===== config.mk =====
export PLATFORM = sky130hd
export DESIGN_NAME = multicycle_control
export DESIGN_NICKNAME = d
export VERILOG_FILES = /design/src/rtl/multicycle_control.sv
export SDC_FILE = /design/constraint.sdc
export NUM_CORES = 1
export LEC_CHECK = 0
export CAP_MARGIN = 10
export CORE_MARGIN = 2
export CORE_UTILIZATION = 35
export CTS_BUF_LIST = sky130_fd_sc_hd__clkbuf_4
export DETAILED_ROUTE_END_ITERATION = 6
export PLACE_DENSITY = 0.69
export SLEW_MARGIN = 20
export SYNTH_ARGS = -nofsm -noshare
export SYNTH_HDL_FRONTEND = slang
export SYNTH_SLANG_ARGS = --single-unit

===== constraint.sdc =====
create_clock -name clk -period 2.7 [get_ports clk]
set_input_delay 0.675 -clock clk [delete_from_list [all_inputs] [get_ports clk]]
set_output_delay 0.675 -clock clk [all_outputs]
set_load 0.02 [all_outputs]

===== src/rtl/multicycle_control.sv =====
// Multicycle MIPS-style control FSM: fetch/decode/exec/mem/wb plus branch, output-wait and halt states.
// One state per cycle except FETCH/MEM/OUT_WAIT/HALTED (wait on handshake) and EXEC (MULDIV_LAT for MULT/DIV).
module multicycle_control #(
    parameter int MULDIV_EN  = 1,
    parameter int MULDIV_LAT = 4,
    parameter int CNT_W      = 16
) (
    input  logic             clk,
    input  logic             rst_n,
    input  logic [5:0]       opcode,
    input  logic [5:0]       funct,
    input  logic             instr_valid,
    input  logic             mem_ready,
    input  logic             out_ack,
    input  logic             resume,
    output logic             ir_write,
    output logic             pc_inc,
    output logic             pc_write,
    output logic [1:0]       pc_src,
    output logic             Branch,
    output logic             RegWrite,
    output logic             MemRead,
    output logic             MemWrite,
    output logic             ALUSrc,
    output logic             Jal,
    output logic             halt,
    output logic             output_flag,
    output logic             illegal,
    output logic [1:0]       RegDst,
    output logic [1:0]       MemtoReg,
    output logic [3:0]       ALU_ctr,
    output logic [2:0]       state,
    output logic [CNT_W-1:0] instr_count
);
    typedef enum logic [2:0] {
        S_FETCH    = 3'd0,
        S_DECODE   = 3'd1,
        S_EXEC     = 3'd2,
        S_MEM      = 3'd3,
        S_WB       = 3'd4,
        S_BRANCH   = 3'd5,
        S_OUT_WAIT = 3'd6,
        S_HALTED   = 3'd7
    } state_t;

    state_t           state_q, state_d;
    logic [5:0]       op_q, op_d, fn_q, fn_d;
    logic [3:0]       cnt_q, cnt_d;
    logic [CNT_W-1:0] icnt_q, icnt_d;
    logic             run_q, run_d;
    logic             retire;

    logic       is_r, is_md, r_bad, r_legal;
    logic [3:0] alu_r;

    assign is_r = (op_q == 6'h00);

    always_comb begin
        alu_r = 4'd0;
        is_md = 1'b0;
        r_bad = 1'b0;
        case (fn_q)
            6'h18:        begin alu_r = 4'd8; is_md = 1'b1; end
            6'h1A:        begin alu_r = 4'd9; is_md = 1'b1; end
            6'h20:        alu_r = 4'd2;
            6'h22:        alu_r = 4'd6;
            6'h24:        alu_r = 4'd0;
            6'h25:        alu_r = 4'd1;
            6'h2A:        alu_r = 4'd5;
            6'h3A, 6'h3F: alu_r = 4'd10;
            6'h26:        alu_r = 4'd7;
            default:      r_bad = 1'b1;
        endcase
        r_legal = !r_bad && (!is_md || (MULDIV_EN != 0));
    end

    always_comb begin
        state_d     = state_q;
        op_d        = op_q;
        fn_d        = fn_q;
        cnt_d       = cnt_q;
        run_d       = 1'b1;
        retire      = 1'b0;
        ir_write    = 1'b0;
        pc_inc      = 1'b0;
        pc_write    = 1'b0;
        pc_src      = 2'd0;
        Branch      = 1'b0;
        RegWrite    = 1'b0;
        MemRead     = 1'b0;
        MemWrite    = 1'b0;
        ALUSrc      = 1'b0;
        Jal         = 1'b0;
        halt        = 1'b0;
        output_flag = 1'b0;
        illegal     = 1'b0;
        RegDst      = 2'd0;
        MemtoReg    = 2'd0;
        ALU_ctr     = 4'd0;
        // run_q keeps every output low until the first edge after reset release
        if (run_q) begin
            case (state_q)
                S_FETCH: begin
                    MemRead = 1'b1;
                    if (instr_valid) begin
                        ir_write = 1'b1;
                        pc_inc   = 1'b1;
                        op_d     = opcode;
                        fn_d     = funct;
                        state_d  = S_DECODE;
                    end
                end
                S_DECODE: begin
                    state_d = S_FETCH;
                    case (op_q)
                        6'h00: begin
                            if (r_legal) begin
                                state_d = S_EXEC;
                                cnt_d   = is_md ? 4'(MULDIV_LAT - 1) : 4'd0;
                            end else begin
                                illegal = 1'b1;
                            end
                        end
                        6'h08, 6'h2A: begin
                            state_d = S_EXEC;
                            cnt_d   = 4'd0;
                        end
                        6'h23, 6'h2B:               state_d = S_MEM;
                        6'h04, 6'h05, 6'h07, 6'h01: state_d = S_BRANCH;
                        6'h3F:                      state_d = S_HALTED;
                        6'h2E:                      state_d = S_OUT_WAIT;
                        6'h02: begin
                            pc_write = 1'b1;
                            pc_src   = 2'd1;
                            retire   = 1'b1;
                        end
                        6'h03: begin
                            pc_write = 1'b1;
                            pc_src   = 2'd1;
                            RegWrite = 1'b1;
                            RegDst   = 2'd2;
                            MemtoReg = 2'd2;
                            Jal      = 1'b1;
                            retire   = 1'b1;
                        end
                        6'h0F: begin
                            pc_write = 1'b1;
                            pc_src   = 2'd2;
                            retire   = 1'b1;
                        end
                        default: illegal = 1'b1;
                    endcase
                end
                S_EXEC: begin
                    ALUSrc  = !is_r;
                    ALU_ctr = is_r ? alu_r : ((op_q == 6'h2A) ? 4'd6 : 4'd2);
                    if (cnt_q == 4'd0) state_d = S_WB;
                    else               cnt_d   = cnt_q - 4'd1;
                end
                S_MEM: begin
                    ALUSrc   = 1'b1;
                    ALU_ctr  = 4'd2;
                    MemRead  = (op_q == 6'h23);
                    MemWrite = (op_q == 6'h2B);
                    if (mem_ready) begin
                        if (op_q == 6'h2B) begin
                            retire  = 1'b1;
                            state_d = S_FETCH;
                        end else begin
                            state_d = S_WB;
                        end
                    end
                end
                S_WB: begin
                    RegWrite = 1'b1;
                    RegDst   = is_r ? 2'd1 : 2'd0;
                    MemtoReg = (op_q == 6'h23) ? 2'd1 : 2'd0;
                    retire   = 1'b1;
                    state_d  = S_FETCH;
                end
                S_BRANCH: begin
                    Branch   = 1'b1;
                    pc_write = 1'b1;
                    case (op_q)
                        6'h04:   ALU_ctr = 4'd10;
                        6'h05:   ALU_ctr = 4'd3;
                        6'h07:   ALU_ctr = 4'd4;
                        default: ALU_ctr = 4'd5;
                    endcase
                    retire  = 1'b1;
                    state_d = S_FETCH;
                end
                S_OUT_WAIT: begin
                    output_flag = 1'b1;
                    if (out_ack) begin
                        retire  = 1'b1;
                        state_d = S_FETCH;
                    end
                end
                default: begin
                    halt = 1'b1;
                    if (resume) state_d = S_FETCH;
                end
            endcase
        end
        icnt_d = icnt_q + {{(CNT_W-1){1'b0}}, retire};
    end

    always_ff @(posedge clk or negedge rst_n) begin
        if (!rst_n) begin
            state_q <= S_FETCH;
            op_q    <= 6'd0;
            fn_q    <= 6'd0;
            cnt_q   <= 4'd0;
            icnt_q  <= '0;
            run_q   <= 1'b0;
        end else begin
            state_q <= state_d;
            op_q    <= op_d;
            fn_q    <= fn_d;
            cnt_q   <= cnt_d;
            icnt_q  <= icnt_d;
            run_q   <= run_d;
        end
    end

    assign state       = state_q;
    assign instr_count = icnt_q;
endmodule

==> results of run 1 <==
metrics by stage:
stage / total power, mW / setup WS, ns / std cells / area (sq um)
3_5_place_dp: 2.679 / -0.1018 / 477 / 3381
6_report: 3.203 / -0.01029 / 500 / 3573
5_1_grt: 3.460 / -0.08445 / 500 / 3573
2_1_floorplan: 1.961 / 0.03734 / 301 / 2462
3_3_place_gp: 2.636 / -0.1162 / 477 / 3381
4_1_cts: 3.038 / 0.001734 / 493 / 3467
sequential cells by signal (all words and copies together) (netlist names):
signal       flops
fn_q             6
instr_count     16
run_q            1
op_q             6
cnt_q            4
state            3
layout make-up:
type	count	area (sq um)	area share [%]
multi-input cells	237	1490	41.70
repair buffers	117	974.7	27.28
flip-flops and latches	36	910.9	25.49
well taps	96	120.1	3.361
clock buffers	5	37.54	1.050
inverters	6	22.52	0.6303
clock inverters	3	17.52	0.4902
worst max-delay path, delay by kind of cell (launching register included):
kind	cells	cell delay, ns
and+or+nand+nor	3	0.58
buffers and inverters	2	0.28
AOI/OAI and AO/OA	2	0.34
DFF	1	0.48
power groups by stage:
stage          Combinational [mW]  Sequential [mW]  Clock [mW]
2_1_floorplan                1.10            0.861           0
3_3_place_gp                 1.71            0.925           0
3_5_place_dp                 1.74            0.934           0
4_1_cts                      1.81            0.923       0.308
5_1_grt                      2.16            0.974       0.325
6_report                     1.97            0.940       0.296
metal layers:
| metal | routed length, microns | vias up | global-route usage [%] |
|---|---|---|---|
| met5 | 0 | - | 0 |
| met1 | 3086 | 1195 | 24.21 |
| met2 | 3202 | 76 | 28.17 |
| met4 | 149 | 0 | 6.294 |
| met3 | 294 | 14 | 2.733 |
| li1 | - | 1255 | - |
kinds of logic after synthesis:
kind of cell    after synthesis  share of synthesized area (%)
simple gates                160                          34.35
compound gates               51                          13.67
flops                        36                          36.59
buf+inv                      28                          5.487
xor+xnor                     18                          6.403
mux                           4                          1.829
fa+ha+maj                     3                          1.525
other cells                   1                         0.1523
final timing paths:
check	slack [ns]	end	start
worst max register to register	0.26	instr_count[8]	op_q[3]
worst min register to register	0.49	instr_count[15]	instr_count[15]
min in group asynchronous	0.74	instr_count[7]	rst_n
worst max-delay path	-0.01	illegal	op_q[3]
max in group asynchronous	1.61	op_q[0]	rst_n
worst min-delay path	0.49	instr_count[15]	instr_count[15]
cells in the final DEF (no fill, tap or decap), types with 8 or more instances in the layout:
| cell | n |
|---|---|
| nand3_1 | 14 |
| dfrtp_2 | 8 |
| clkdlybuf4s50_1 | 39 |
| nor2_1 | 23 |
| o21ai_0 | 9 |
| xnor2_1 | 15 |
| dfrtp_1 | 28 |
| nand2_1 | 55 |
| buf_4 | 61 |
| a21oi_1 | 8 |
repair_timing:
action                     CTS  global route
setup endpoints to repair   19            19
pin swaps                    2             5
buffers inserted             8             7
gates resized for setup     47            42
==> metrics.md, run 1 <==
| Metric | Value |
|---|---|
| Clock skew | `0.01181 ns` |
| FMAX | `369.0 MHz` |
| Pwr per Cell Area | `896.4 mW/mm^2` |
| Clock power frac | `9.2%` |
| Top-Level Pins | `59` |
| P_sw | `1.427 mW` |
| WHS | `0.4902 ns` |
| Post-DRT Antenna Nets | `0` |
| Final core occ | `52.60%` |
| Leak | `1.552 nW` |
| Reg power frac | `29.4%` |
| Die H | `87.88 microns` |
| First-pass GRT wire length | `10,970 microns` |
| Largest net degree at the start of global routing | `37` |
| Max_cap viols | `0` |
| Post-Syn Nets | `322` |
| Worst r2r path cells | `10` |
| CTS tree | `done` |
| CTS H-tree depth | `2` |
| Clk_lat worst skew | `0.34 ns` |
| GRT Util Overall | `17.62%` |
| Synth top cells by count | `nand2_1, dfrtp_1, nor2_1, nand3_1, xnor2_1` |
| Crit path DAT | `2.04 ns` |
| # hold bufs at CTS | `0` |
| Top-count cell post-synth | `nand2_1` |
| Hold Vio Cnt, Final | `0` |
| Vias in the first global route | `2,385` |
| Area leader, netlist | `dfrtp_1` |
| Initial core utilization | `36.24%` |
| GP Congestion | `0.9474` |
| Die area | `0.007722 sq mm` |
| Final setup fails | `1` |
| Fin. max-slew vios | `0` |
| Peak VDD IR | `0.4097 mV` |
| Initial DRC count | `162` |
| Most used DFF post-synth | `dfrtp_1` |
| Status | `complete, but fails checks` |
| Core area | `0.006794 sq mm` |
| Num CTS Buffers | `5` |
| Worst min path class | `reg -> reg` |
| Final min period | `2.710 ns` |
| Sequential-to-total area share from yosys stat | `36.59%` |
| Row count | `30` |
| Gate count after technology mapping | `301` |
| Layout net count | `424` |
| Top post-synthesis cells by area | `dfrtp_1, nand2_1, xnor2_1, nor2_1, nand3_1` |
| Worst-case clock buffer depth | `2` |
| Drt via density | `5.080` |
| CP Data Required Time | `2.03 ns` |
| HPWL Detailed | `4874 microns` |
| Switching share of total power | `44.54%` |
| Antenna diodes | `0` |
| Synth unique cells | `58` |
| Clock slew at reported path FFs | `0.12 ns` |
| Initial antenna violation count | `0` |
| Vias post-DR | `2,540` |
| Final TNS setup | `-0.01029 ns` |
| Tcrit/Tclk final | `100.4%` |
| Clock sink count | `36` |
| Critical setup path kind | `reg -> out` |
| CTS root buf | `clkbuf_4` |
| DR pass1 iterations | `4` |
| Cell internal pwr | `1.776 mW` |
| CP Launch Type | `flop` |
| RSZ-0062 raised after global routing | `yes` |
| Worst path slowest cell | `dfrtp_2` |
| Synth async-reset ratio | `100.0%` |
| Fill cells | `627` |
| Hold Path Depth | `1` |
| Yosys top cell area share | `36.59%` |
| PortBufs | `58` |
| CP peak stage delay | `0.48 ns` |
| Layout cells sized above 1 | `27.72%` |
| Drt wl/cell | `13.47 microns` |
| Mapped cell area | `0.002462 sq mm` |
| Failing checks | `setup timing` |
| CP Cell Sequence | `buf_4 > and3_4 > nor3b_2 > o21ai_1 > a31oi_1 > and3_1 > buf_6` |
| Remaining Overflow, GRT | `0` |
| Seq cells post-synth | `36` |
| EDFF count, synth | `0` |
| Crit-path max FO | `6` |
| Synth-to-Final Area Change | `45.12%` |
| Die width | `87.88 microns` |
| Total wire length | `6733 microns` |
| Mean post-synth cell area | `8.181 sq um` |
| DRC Markers | `0` |
| Worst Slack Setup Final | `-0.01029 ns` |
| Ys Warns | `0` |
| Critical path capture point type | `output pin` |
| Combinational Power Share | `61.4%` |
Power figures use the tool's default switching activity.
==> run 2: changes to the inputs <==
==> constraint.sdc (replaced) <==
create_clock -name clk -period 2.7 [get_ports clk]
set_input_delay 0.675 -clock clk [delete_from_list [all_inputs] [get_ports clk]]
set_output_delay 0.675 -clock clk [all_outputs]
set_load 0.1 [all_outputs]
==> run 2 against run 1 <==
The flow now finishes without violations; first-iteration DRC count is 9.3% higher; utilization is 5.9 points higher; sequential power is 3.3% higher; power is 24% higher; design area is 11% higher; combinational power is 37% higher; count of clock-buffer cells in the layout stayed put; clock skew is 0.0089 ns lower; register-to-register slack worse by 0.08 ns; critical path type unchanged.
==> metrics.md, run 2 (same netlist as run 1, synthesis figures left out) <==
| Metric | Value |
|---|---|
| Status | `complete, no violations` |
| DR top layer | `met4` |
| Num CTS Buffers | `5` |
| Clock skew | `0.002928 ns` |
| Synth-to-Final Area Change | `61.38%` |
| Worst Slack Setup Final | `0.006882 ns` |
| First-pass GRT wire length | `10,470 microns` |
| Fin. max-slew vios | `0` |
| FF-to-FF Start | `op_q[3]` |
| Hold path start | `instr_count[15]` |
| DP Worst Slack | `-0.1450 ns` |
| Total wire length | `7085 microns` |
| Post-DRT Antenna Nets | `0` |
| # hold bufs at CTS | `0` |
| Final core occ | `58.49%` |
| Worst path slowest cell | `or4_4` |
| Max_cap viols | `0` |
| Crit-path max FO | `8` |
| Tcrit/Tclk final | `99.75%` |
| Max reg flops | `16` |
| WHS | `0.4892 ns` |
| Row count | `30` |
| GP Congestion | `0.8265` |
| FMAX | `371.3 MHz` |
| Final TNS setup | `0 ns` |
| Pwr per Cell Area | `999.1 mW/mm^2` |
| Hold Vio Cnt, Final | `0` |
| DR pass1 iterations | `5` |
| Most frequent cells in the layout | `buf_4, nand2_1, dfrtp_1, buf_12, clkdlybuf4s50_1` |
| CTS tree | `done` |
| Antenna diodes | `0` |
| CP peak stage delay | `0.52 ns` |
| Routed length on met1 | `3163 microns` |
| CTS H-tree depth | `2` |
| Drt wl/cell | `14.20 microns` |
| Drt via density | `5.136` |
| Layout net count | `423` |
| Die width | `87.88 microns` |
| Worst-case clock buffer depth | `2` |
| CP Cell Sequence | `buf_6 > or4_4 > or2_1 > a21oi_2 > buf_12` |
| DRC Markers | `0` |
| GRT Util Overall | `17.17%` |
| Clock sink count | `36` |
| Top-Level Pins | `59` |
| CP Data Required Time | `2.03 ns` |
| HPWL Detailed | `4692 microns` |
| Critical Path Source | `op_q[4]` |
| Design Area, Final | `0.003974 sq mm` |
| Die area | `0.007722 sq mm` |
| Vias in the first global route | `2,280` |
| Initial DRC count | `177` |
| Initial antenna violation count | `0` |
| Critical path capture point type | `output pin` |
| Commonest non-fill, non-tap cell in the layout | `buf_4` |
| Peak VDD IR | `0.5533 mV` |
| RSZ-0062 raised after global routing | `yes` |
| Post-Place Cells | `454` |
| Vias post-DR | `2,563` |
| Die H | `87.88 microns` |
| WL met3 | `217 microns` |
| Largest net degree at the start of global routing | `37` |
| Final Non-Filler Cells | `499` |
| Clk_lat worst skew | `0.35 ns` |
| Critical setup path kind | `reg -> out` |
| Clock slew at reported path FFs | `0.12 ns` |
| PortBufs | `58` |
| Initial core utilization | `36.24%` |
| Met2 WL | `3551 microns` |
| Fill cells | `562` |
| Worst min path class | `reg -> reg` |
| Area after DPL | `0.003493 sq mm` |
| Final setup fails | `0` |
| CP Launch Type | `flop` |
| Overall power | `3.970 mW` |
| CTS root buf | `clkbuf_4` |
| Leak | `1.669 nW` |
| Layout cells sized above 1 | `41.69%` |
| Final min period | `2.693 ns` |
| Core area | `0.006794 sq mm` |
| Remaining Overflow, GRT | `0` |
| Crit path DAT | `2.02 ns` |
==> run 2: cell count changes in the layout (fill, tap and decap cells not counted), sizes merged <==
| cell | delta |
|---|---|
| clkbuf | -5 |
| dlygate4sd2 | -6 |
| buf | +32 |
| clkdlybuf4s50 | -22 |
==> run 2: where the power goes <==
group	internal, mW	total, mW	leakage [nW]	switching [mW]
sequential	0.700	0.971	0.461	0.271
combinational	1.09	2.70	1.17	1.61
clock	0.100	0.298	0.0330	0.198
==> run 2: worst paths after layout <==
kind / to / slack (ns) / cells after the start
min in group asynchronous: fn_q[0] / 0.72 / 2
min reg2reg: instr_count[15] / 0.49 / 1
max reg2reg: instr_count[10] / 0.18 / 13
min: instr_count[15] / 0.49 / 1
max in group asynchronous: state[0] / 1.63 / 2
max: MemRead / 0.007 / 5
==> run 2: repair_timing <==
action | in CTS | in global routing
resized for setup | 12 | 28
setup buffers | 10 | 27
pin swaps | 7 | 15
setup endpoints to repair | 8 | 18
gates cloned | 0 | 0
==> run 2: critical path, delay by kind of cell, from the launching register on <==
kind,cells,cell delay [ns]
AO/OA/AOI/OAI,1,0.17
AND/OR/NAND/NOR,2,0.75
flip-flops,1,0.41
buffers and inverters,2,0.33
==> run 2: area by class of cell <==
| class | instances | area (sq um) | area share, % |
|---|---|---|---|
| Clock buffer | 5 | 37.54 | 0.9446 |
| Multi-Input combinational cell | 237 | 1682 | 42.32 |
| Clock inverter | 3 | 17.52 | 0.4408 |
| Inverter | 6 | 30.03 | 0.7557 |
| Tap cell | 96 | 120.1 | 3.023 |
| Timing Repair Buffer | 116 | 1167 | 29.38 |
| Sequential cell | 36 | 919.6 | 23.14 |
==> run 2: metal layers <==
layer | vias up | global-route usage (%)
met1 | 1229 | 23.27
met5 | - | 0
li1 | 1256 | -
met4 | 0 | 6.154
met2 | 64 | 27.69
met3 | 14 | 2.922
==> run 3: changes to the inputs <==
- ABC_CLOCK_PERIOD_IN_PS: unset -> 2700
- CORE_UTILIZATION: 35 -> 45
- PLACE_DENSITY: 0.69 -> 0.82
==> run 3 against run 2 <==
Non-clock buffer count decreased by 11; routed wire length grew 1.3%; cell count decreased by 7.4%; utilization grew 16 points; sequential power increased by 2.9%; combinational power fell by 6%; fmax down 0.71%; highest routed layer unchanged; hold slack better by 0.013 ns; power decreased by 1.2%; critical path type unchanged; the flow now finishes with violations (setup timing); worst setup slack worse by 0.019 ns; largest cell class unchanged; critical endpoint unchanged; first-iteration DRC count grew 27%.
==> metrics.md, run 3 (same netlist as run 1, synthesis figures left out) <==
| Metric | Value |
|---|---|
| CP Cell Sequence | `buf_6 > or4_4 > or2_1 > a21oi_2 > buf_12` |
| Clock skew | `0.02079 ns` |
| Reg power frac | `25.5%` |
| First-pass GRT wire length | `10,870 microns` |
| Fill cells | `352` |
| HPWL Detailed | `4793 microns` |
| PortBufs | `58` |
| Worst-case clock buffer depth | `2` |
| P_sw | `2.036 mW` |
| GRT Util Overall | `22.25%` |
| Remaining Overflow, GRT | `0` |
| CTS tree | `done` |
| Die area | `0.006079 sq mm` |
| Clock slew at reported path FFs | `0.13 ns` |
| Final setup fails | `1` |
| Leak | `1.617 nW` |
| Critical setup path kind | `reg -> out` |
| Most frequent cells in the layout | `buf_4, nand2_1, dfrtp_1, buf_12, clkdlybuf4s50_1` |
| Largest net degree at the start of global routing | `20` |
| Total wire length | `7174 microns` |
| Antenna diodes | `0` |
| Layout cells sized above 1 | `38.78%` |
| Worst-Margin Slew | `0.7813 ns` |
| Drt via density | `5.641` |
| Initial core utilization | `47.31%` |
| Die H | `77.97 microns` |
| Buf/Inv on CP | `2` |
| WHS | `0.5020 ns` |
| Crit-path max FO | `3` |
| Vias post-DR | `2,606` |
| Fin. max-slew vios | `0` |
| Row count | `26` |
| # hold bufs at CTS | `0` |
| Max_cap viols | `0` |
| Die width | `77.97 microns` |
| Crit path DAT | `2.04 ns` |
| Commonest non-fill, non-tap cell in the layout | `buf_4` |
| RSZ-0062 raised after global routing | `yes` |
| Switching share of total power | `51.90%` |
| CP Launch Type | `flop` |
| Status | `complete, but fails checks` |
| Combinational Power Share | `64.8%` |
| Final core occ | `74.18%` |
| Worst slew margin relative to its limit | `47.75%` |
| Clock sink count | `36` |
| DR top layer | `met4` |
| Tcrit/Tclk final | `100.5%` |
| Vias in the first global route | `2,298` |
| Failing checks | `setup timing` |
| Routed length on met1 | `2954 microns` |
| Hold Vio Cnt, Final | `0` |
| Num CTS Buffers | `5` |
| Worst min path class | `reg -> reg` |
| Cell internal pwr | `1.887 mW` |
| Final min period | `2.712 ns` |
| DRC Markers | `0` |
| Met2 WL | `3755 microns` |
| Core area | `0.005205 sq mm` |
| WL met3 | `372 microns` |
| Peak VDD IR | `0.6464 mV` |
| CTS root buf | `clkbuf_4` |
| Final TNS setup | `-0.01232 ns` |
| Worst path slowest cell | `or4_4` |
| GP Congestion | `0.8786` |
| DR pass1 iterations | `5` |
| Pwr per Cell Area | `1016 mW/mm^2` |
| DP Worst Slack | `-0.2484 ns` |
| CP Data Required Time | `2.03 ns` |
| Critical path's top delay family | `simple AND/OR/NAND/NOR gates` |
| CTS H-tree depth | `2` |
| Post-DRT Antenna Nets | `0` |
| Layout net count | `412` |
| Drt wl/cell | `15.53 microns` |
| Clock power frac | `9.7%` |
| Initial DRC count | `224` |
| Max reg flops | `16` |
| Top-Level Pins | `59` |
| Synth-to-Final Area Change | `56.81%` |
| FMAX | `368.7 MHz` |
| Critical path capture point type | `output pin` |
| Initial antenna violation count | `0` |
| Worst Slack Setup Final | `-0.01232 ns` |
| CP peak stage delay | `0.54 ns` |
| Clk_lat worst skew | `0.35 ns` |
## run 3: power groups by stage
| stage | Sequential [mW] | Clock, mW | Combinational [mW] |
|---|---|---|---|
| finish | 0.999 | 0.381 | 2.54 |
| global route | 1.03 | 0.421 | 2.69 |
| CTS | 1.01 | 0.388 | 2.19 |
| detailed placement | 1.03 | 0 | 2.06 |
| global placement | 1.01 | 0 | 2.03 |
| floorplan | 1.14 | 0 | 1.42 |
## run 3: through the flow
step / power, mW / std cells / area [sq um]
4_1_cts: 3.586 / 443 / 3627
2_1_floorplan: 2.565 / 301 / 2636
3_3_place_gp: 3.038 / 428 / 3461
5_1_grt: 4.144 / 462 / 3861
3_5_place_dp: 3.089 / 428 / 3461
6_report: 3.923 / 462 / 3861
## run 3: layer usage
metal | vias up | global-route usage (%)
met3 | 12 | 3.488
met4 | 0 | 6.491
met2 | 101 | 38.53
met1 | 1262 | 28.67
li1 | 1231 | -
met5 | - | 0
## run 3: worst paths after layout
kind | from | end | slack (ns) | depth (start not counted)
max | op_q[3] | MemRead | -0.01 | 5
min | cnt_q[0] | cnt_q[0] | 0.50 | 1
max reg2reg | op_q[3] | instr_count[12] | 0.11 | 11
min reg2reg | cnt_q[0] | cnt_q[0] | 0.50 | 1
max in group asynchronous | rst_n | instr_count[8] | 1.29 | 2
min in group asynchronous | rst_n | state[1] | 0.77 | 1
## run 3: final cells by class
type | instances | area [sq um] | share of cell area (%)
clock inverter | 3 | 42.54 | 1.102
sequential | 36 | 920.9 | 23.85
clock buffer | 5 | 37.54 | 0.9721
inverter | 6 | 30.03 | 0.7777
timing repair buffer | 105 | 1086 | 28.13
multi-input combinational | 237 | 1657 | 42.90
tap | 70 | 87.58 | 2.268
## run 3: repair_timing
item,in CTS,in global routing
endpoints found under the setup margin,8,16
buffers inserted,7,19
resized for setup,11,21
pin swaps,3,15
